File: src/rtl/i2c_slave_byte_engine.sv
// I2C slave byte engine: synchronizes the raw bus, matches a 7-bit address and
// moves bytes in both directions with ACK handling, exposing its FSM state.
module i2c_slave_byte_engine #(
  parameter logic [6:0] DEV_ADDR = 7'h2A
) (
  input  logic       clk_sys,
  input  logic       rst_neg,
  input  logic       scl,
  input  logic       sda_in,
  input  logic       start_detect,
  input  logic       stop_detect,
  output logic       sda_oe,
  output logic [7:0] rx_data,
  output logic       rx_valid,
  input  logic [7:0] tx_data,
  output logic       tx_req,
  output logic       rw,
  output logic       busy,
  output logic [2:0] state_dbg
);

  typedef enum logic [2:0] {
    IDLE     = 3'd0,
    ADDR     = 3'd1,
    ADDR_ACK = 3'd2,
    WR       = 3'd3,
    WR_ACK   = 3'd4,
    RD       = 3'd5,
    RD_ACK   = 3'd6,
    WAIT     = 3'd7
  } state_t;

  state_t      state;
  logic [1:0]  scl_sync, sda_sync, sta_sync, sto_sync;
  logic        scl_d, sta_d, sto_d;
  logic        scl_rise, scl_fall, start_rise, stop_rise, sda_s;
  logic [3:0]  bit_cnt;
  logic [7:0]  shift;
  logic        ack_clk;

  always_ff @(posedge clk_sys or negedge rst_neg) begin
    if (!rst_neg) begin
      scl_sync <= 2'b11;
      sda_sync <= 2'b11;
      sta_sync <= 2'b00;
      sto_sync <= 2'b00;
      scl_d    <= 1'b1;
      sta_d    <= 1'b0;
      sto_d    <= 1'b0;
    end else begin
      scl_sync <= {scl_sync[0], scl};
      sda_sync <= {sda_sync[0], sda_in};
      sta_sync <= {sta_sync[0], start_detect};
      sto_sync <= {sto_sync[0], stop_detect};
      scl_d    <= scl_sync[1];
      sta_d    <= sta_sync[1];
      sto_d    <= sto_sync[1];
    end
  end

  assign scl_rise   = scl_sync[1] & ~scl_d;
  assign scl_fall   = ~scl_sync[1] & scl_d;
  assign start_rise = sta_sync[1] & ~sta_d;
  assign stop_rise  = sto_sync[1] & ~sto_d;
  assign sda_s      = sda_sync[1];

  // ack_clk marks that the 9th (ACK) scl rise of the current byte has been seen,
  // so the following fall releases the ACK instead of asserting it.
  always_ff @(posedge clk_sys or negedge rst_neg) begin
    if (!rst_neg) begin
      state    <= IDLE;
      sda_oe   <= 1'b0;
      rx_data  <= 8'h00;
      rx_valid <= 1'b0;
      tx_req   <= 1'b0;
      rw       <= 1'b0;
      bit_cnt  <= 4'd0;
      shift    <= 8'h00;
      ack_clk  <= 1'b0;
    end else begin
      rx_valid <= 1'b0;
      tx_req   <= 1'b0;
      if (start_rise) begin
        state   <= ADDR;
        bit_cnt <= 4'd0;
        sda_oe  <= 1'b0;
        ack_clk <= 1'b0;
      end else if (stop_rise) begin
        state  <= IDLE;
        sda_oe <= 1'b0;
      end else begin
        case (state)
          ADDR, WR: begin
            if (scl_rise) begin
              shift <= {shift[6:0], sda_s};
              if (bit_cnt == 4'd7) begin
                bit_cnt <= 4'd8;
                ack_clk <= 1'b0;
                if (state == ADDR) begin
                  rw    <= sda_s;
                  state <= (shift[6:0] == DEV_ADDR) ? ADDR_ACK : WAIT;
                end else begin
                  rx_data  <= {shift[6:0], sda_s};
                  rx_valid <= 1'b1;
                  state    <= WR_ACK;
                end
              end else begin
                bit_cnt <= bit_cnt + 4'd1;
              end
            end
          end
          ADDR_ACK, WR_ACK: begin
            if (scl_fall) begin
              if (!ack_clk) begin
                sda_oe <= 1'b1;
              end else begin
                bit_cnt <= 4'd0;
                ack_clk <= 1'b0;
                if (state == ADDR_ACK && rw) begin
                  shift  <= tx_data;
                  sda_oe <= ~tx_data[7];
                  state  <= RD;
                end else begin
                  sda_oe <= 1'b0;
                  state  <= WR;
                end
              end
            end else if (scl_rise) begin
              ack_clk <= 1'b1;
              if (state == ADDR_ACK && rw) tx_req <= 1'b1;
            end
          end
          RD: begin
            if (scl_rise && bit_cnt != 4'd8) begin
              bit_cnt <= bit_cnt + 4'd1;
            end else if (scl_fall) begin
              if (bit_cnt == 4'd8) begin
                sda_oe  <= 1'b0;
                ack_clk <= 1'b0;
                state   <= RD_ACK;
              end else begin
                shift  <= {shift[6:0], 1'b0};
                sda_oe <= ~shift[6];
              end
            end
          end
          RD_ACK: begin
            if (scl_rise) begin
              if (!sda_s) begin
                tx_req  <= 1'b1;
                ack_clk <= 1'b1;
              end else begin
                state <= WAIT;
              end
            end else if (scl_fall && ack_clk) begin
              bit_cnt <= 4'd0;
              ack_clk <= 1'b0;
              shift   <= tx_data;
              sda_oe  <= ~tx_data[7];
              state   <= RD;
            end
          end
          default: ;
        endcase
      end
    end
  end

  assign busy      = (state != IDLE);
  assign state_dbg = state;

endmodule

File: config.mk
export PLATFORM = sky130hd
export DESIGN_NAME = i2c_slave_byte_engine
export DESIGN_NICKNAME = d
export VERILOG_FILES = /design/src/rtl/i2c_slave_byte_engine.sv
export SDC_FILE = /design/constraint.sdc
export NUM_CORES = 1
export LEC_CHECK = 0
export CAP_MARGIN = 5
export CORE_MARGIN = 10
export CORE_UTILIZATION = 25
export DETAILED_ROUTE_END_ITERATION = 8
export GPL_ROUTABILITY_DRIVEN = 0
export PLACE_DENSITY = 0.39
export SETUP_SLACK_MARGIN = 0.3
export SLEW_MARGIN = 15
export SYNTH_ARGS = -nofsm -noshare
export SYNTH_HDL_FRONTEND = slang
export SYNTH_SLANG_ARGS = --single-unit
File: constraint.sdc
create_clock -name clk_sys -period 2.35 [get_ports clk_sys]
set_input_delay 0.5875 -clock clk_sys [delete_from_list [all_inputs] [get_ports clk_sys]]
set_output_delay 0.5875 -clock clk_sys [all_outputs]
set_load 0.01 [all_outputs]
==> flow_summary_export.csv <==
group,metric,value,unit
final_layout,n_antenna_cell,0,
sta,rsz0062_at_grt,"true",
clock_network,cts_made_buffers,5,
setup_path,worstSetupPathType,"register to register",
clock_network,cts_tree,"done",
power,power.leakage,1.30,nW
final_layout,finalNetCount,273,
global_route,grt_max_degree,39,
placed_design,dpl_cell_area,2580,sq um
floorplanning,die_area,12500,sq um
logic_synthesis,synthArstFlopShare,1.00,
drt,drt-total-wl,6160,um
sta,tns,0,ns
placed_design,portBuffers,29,
logic_synthesis,netlist_top_cells_area,"dfrtp_1 (39%), mux2_2 (7.5%), dfstp_2 (6.3%)",
logic_synthesis,synth_edf_count,0,
logic_synthesis,ys_seq_area_frac,0.456,
final_layout,design_area,2980,sq um
clock_network,cts_max_level,2,
drt,ant_nets,0,
floorplanning,core,8180,sq um
setup_path,crit_arrival,2.33,ns
setup_path,worstPathRequired,2.58,ns
setup_path,rrSetupSlack,0.25,ns
logic_synthesis,yosys.area.top_type,"dfrtp_1",
global_route,antenna_found_initial,0,
sta,final.setup_skew,0.00935,ns
logic_synthesis,yosys_warnings,0,
logic_synthesis,synth_nets,213,
floorplanning,die_y,112,um
sta,worstMarginPinSlew,0.514,ns
global_route,grt_usage,0.0969,
run,cap_violations,0,
floorplanning,start_util,0.257,
global_route,grt_remaining_overflow,0,
setup_path,reg2regPathDepth,6,
clock_network,cts.sinks,38,
logic_synthesis,ys_ff_latch,38,
sta,setup_viol,0,
sta,finalCritPeriodShare,0.893,
final_layout,stdcell_count,361,
logic_synthesis,syn_avg_cell_area,10.8,sq um
clock_network,path_clk_slew,0.09,ns
sta,slew_headroom,0.657,
drt,drcViolationCount,0,
final_layout,drive_gt1_frac,0.418,
drt,post_drt_wl_per_cell,17.1,um
setup_path,r2r-end,"ack_clk",
setup_path,cp_cell_sequence,"ha_4 > and2_4 > nor3_1 > or3_4 > or4_4 > a21oi_2",
logic_synthesis,ys_types,57,
setup_path,cp-startpoint,"scl_d",
logic_synthesis,synth_cells,195,
sta,maxSlewViolCount,0,
logic_synthesis,synth_area,2100,sq um
clock_network,clk_latency,0.29,ns
sta,max_freq,476,MHz
floorplanning,rows,33,
clock_network,clk_path_buf_depth,2,
placed_design,dp_cells,335,
drt,viasPerCell,4.91,
power,power,2.65,mW
floorplanning,die_w,112,um
logic_synthesis,synth_ff_type,"dfrtp_1",
floorplanning,io-pin-count,30,
outcome,status,"finished clean",
final_layout,nFillCells,839,
clock_network,cts_root_buf,"clkbuf_8",
sta,hold_violations,0,
global_route,grt_pass1_wl,10000,um
setup_path,reg2reg_from,"scl_d",
min_path,hold_class,"primary input to async pin",
power,ir_drop,0.000324,V
global_route,grt_pass1_vias,1859,
setup_path,max_stage_delay,0.57,ns
drt,first_pass_iters,4,
placed_design,dpl.hpwl,4140,um
power,power.density,888,nW/um^2
setup_path,cp_slowest_cell,"dfstp_2",
logic_synthesis,yosysTopAreaCellShare,0.394,
final_layout,area_growth,42.0,%
drt,vias,1773,
drt,drtIter0Drc,91,
setup_path,start_kind,"register",
setup_path,crit_fanout,7,
sta,fin_crit,2.10,ns
setup_path,endpoint,"ack_clk",
setup_path,crit_path_end_kind,"register",
[cell type report]
cell class	instances	area, sq um	share of cell area
inverter	8	32.5	0.0109
timing repair buffer	62	571	0.191
clock buffer	5	68.8	0.0231
multi-input combinational	140	1190	0.401
clock inverter	3	21.3	0.00714
sequential	38	961	0.322
tap	105	131	0.0441
[placed cells by master (no fill, tap or decap), types with 3 or more instances in the layout]
cell | Yosys | final
o31ai_1 | 4 | 4
nand3b_1 | 3 | 3
clkdlybuf4s50_1 | 0 | 24
nand2_1 | 11 | 11
nor2b_1 | 4 | 3
nor3_1 | 3 | 3
nor2_1 | 13 | 12
a21oi_2 | 0 | 3
nand3_1 | 5 | 5
mux2_2 | 14 | 14
buf_4 | 3 | 28
mux2_4 | 0 | 7
nand2b_1 | 9 | 8
clkbuf_8 | 0 | 5
dfrtp_1 | 33 | 30
a211oi_1 | 4 | 4
inv_1 | 6 | 5
a21oi_1 | 11 | 8
dfrtp_2 | 0 | 3
dfstp_2 | 5 | 5
[sequential cells by signal, indices dropped and copies added (netlist names)]
register / flops
rx_valid: 1
sta_d: 1
sto_sync: 2
sda_oe: 1
ack_clk: 1
shift: 7
sda_sync: 2
state_dbg: 3
tx_req: 1
rx_data: 8
scl_sync: 2
bit_cnt: 4
sto_d: 1
scl_d: 1
sta_sync: 2
rw: 1
[stage by stage]
| step | worst slack, ns | utilization | hold WS [ns] |
|---|---|---|---|
| finish | 0.251 | 0.365 | 0.339 |
| global placement | 0.116 | 0.316 | 0.333 |
| global route | 0.171 | 0.365 | 0.362 |
| CTS | 0.261 | 0.341 | 0.357 |
| floorplan | 0.307 | - | 0.292 |
| detailed placement | 0.125 | 0.316 | 0.337 |
[routing by layer]
layer	wire [um]	track usage
met5	0	0
met3	317	0.0284
met2	2980	0.155
met1	2810	0.124
met4	47	0.0257
[synthesized netlist by cell type, types with 3 or more instances]
master    number
nor3_1         3
dfstp_2        5
nand2b_1       9
dfrtp_1       33
nor2b_1        4
nand3_1        5
nand2_1       11
inv_1          6
a21oi_1       11
mux2_1         7
a211oi_1       4
nor2_1        13
nand3b_1       3
buf_2          3
and2_1         3
buf_4          3
ha_1           4
o31ai_1        4
mux2_2        14
[report_power, final]
| part | internal, mW | switching (mW) |
|---|---|---|
| clock network | 0.209 | 0.259 |
| logic | 0.666 | 0.626 |
| registers | 0.760 | 0.126 |
| total | 1.63 | 1.01 |
[worst min-delay path by stage]
stage	startpoint	to	slack [ns]
after global placement	sta_sync[0]	sta_sync[1]	0.33
after floorplan	rst_neg	ack_clk	0.29
after detailed placement	sta_sync[0]	sta_sync[1]	0.34
after CTS	rst_neg	sto_sync[0]	0.36
after global routing	rst_neg	sto_d	0.36
final	rst_neg	sto_d	0.34
[logic make-up after synthesis]
logic type	after synthesis	share of synthesized area
buf+inv	17	0.0447
flops	38	0.456
mux	22	0.117
simple gates	69	0.194
xor+xnor	1	0.00775
compound gates	44	0.156
fa+ha+maj	4	0.0239
[worst max-delay path, delay by kind of cell, from the launching register on]
| kind | cells | cell delay [ns] |
|---|---|---|
| AOI/OAI and AO/OA | 1 | 0.16 |
| DFF | 1 | 0.57 |
| adders and majority gates | 1 | 0.19 |
| and+or+nand+nor | 4 | 1.10 |
[timing repair]
item	CTS	global route
endpoints found under the setup margin	17	14
setup buffers	10	8
pin swaps	2	13
hold buffers	0	0
gates resized for setup	13	36
Note: power is estimated with default switching activity, not from simulation.
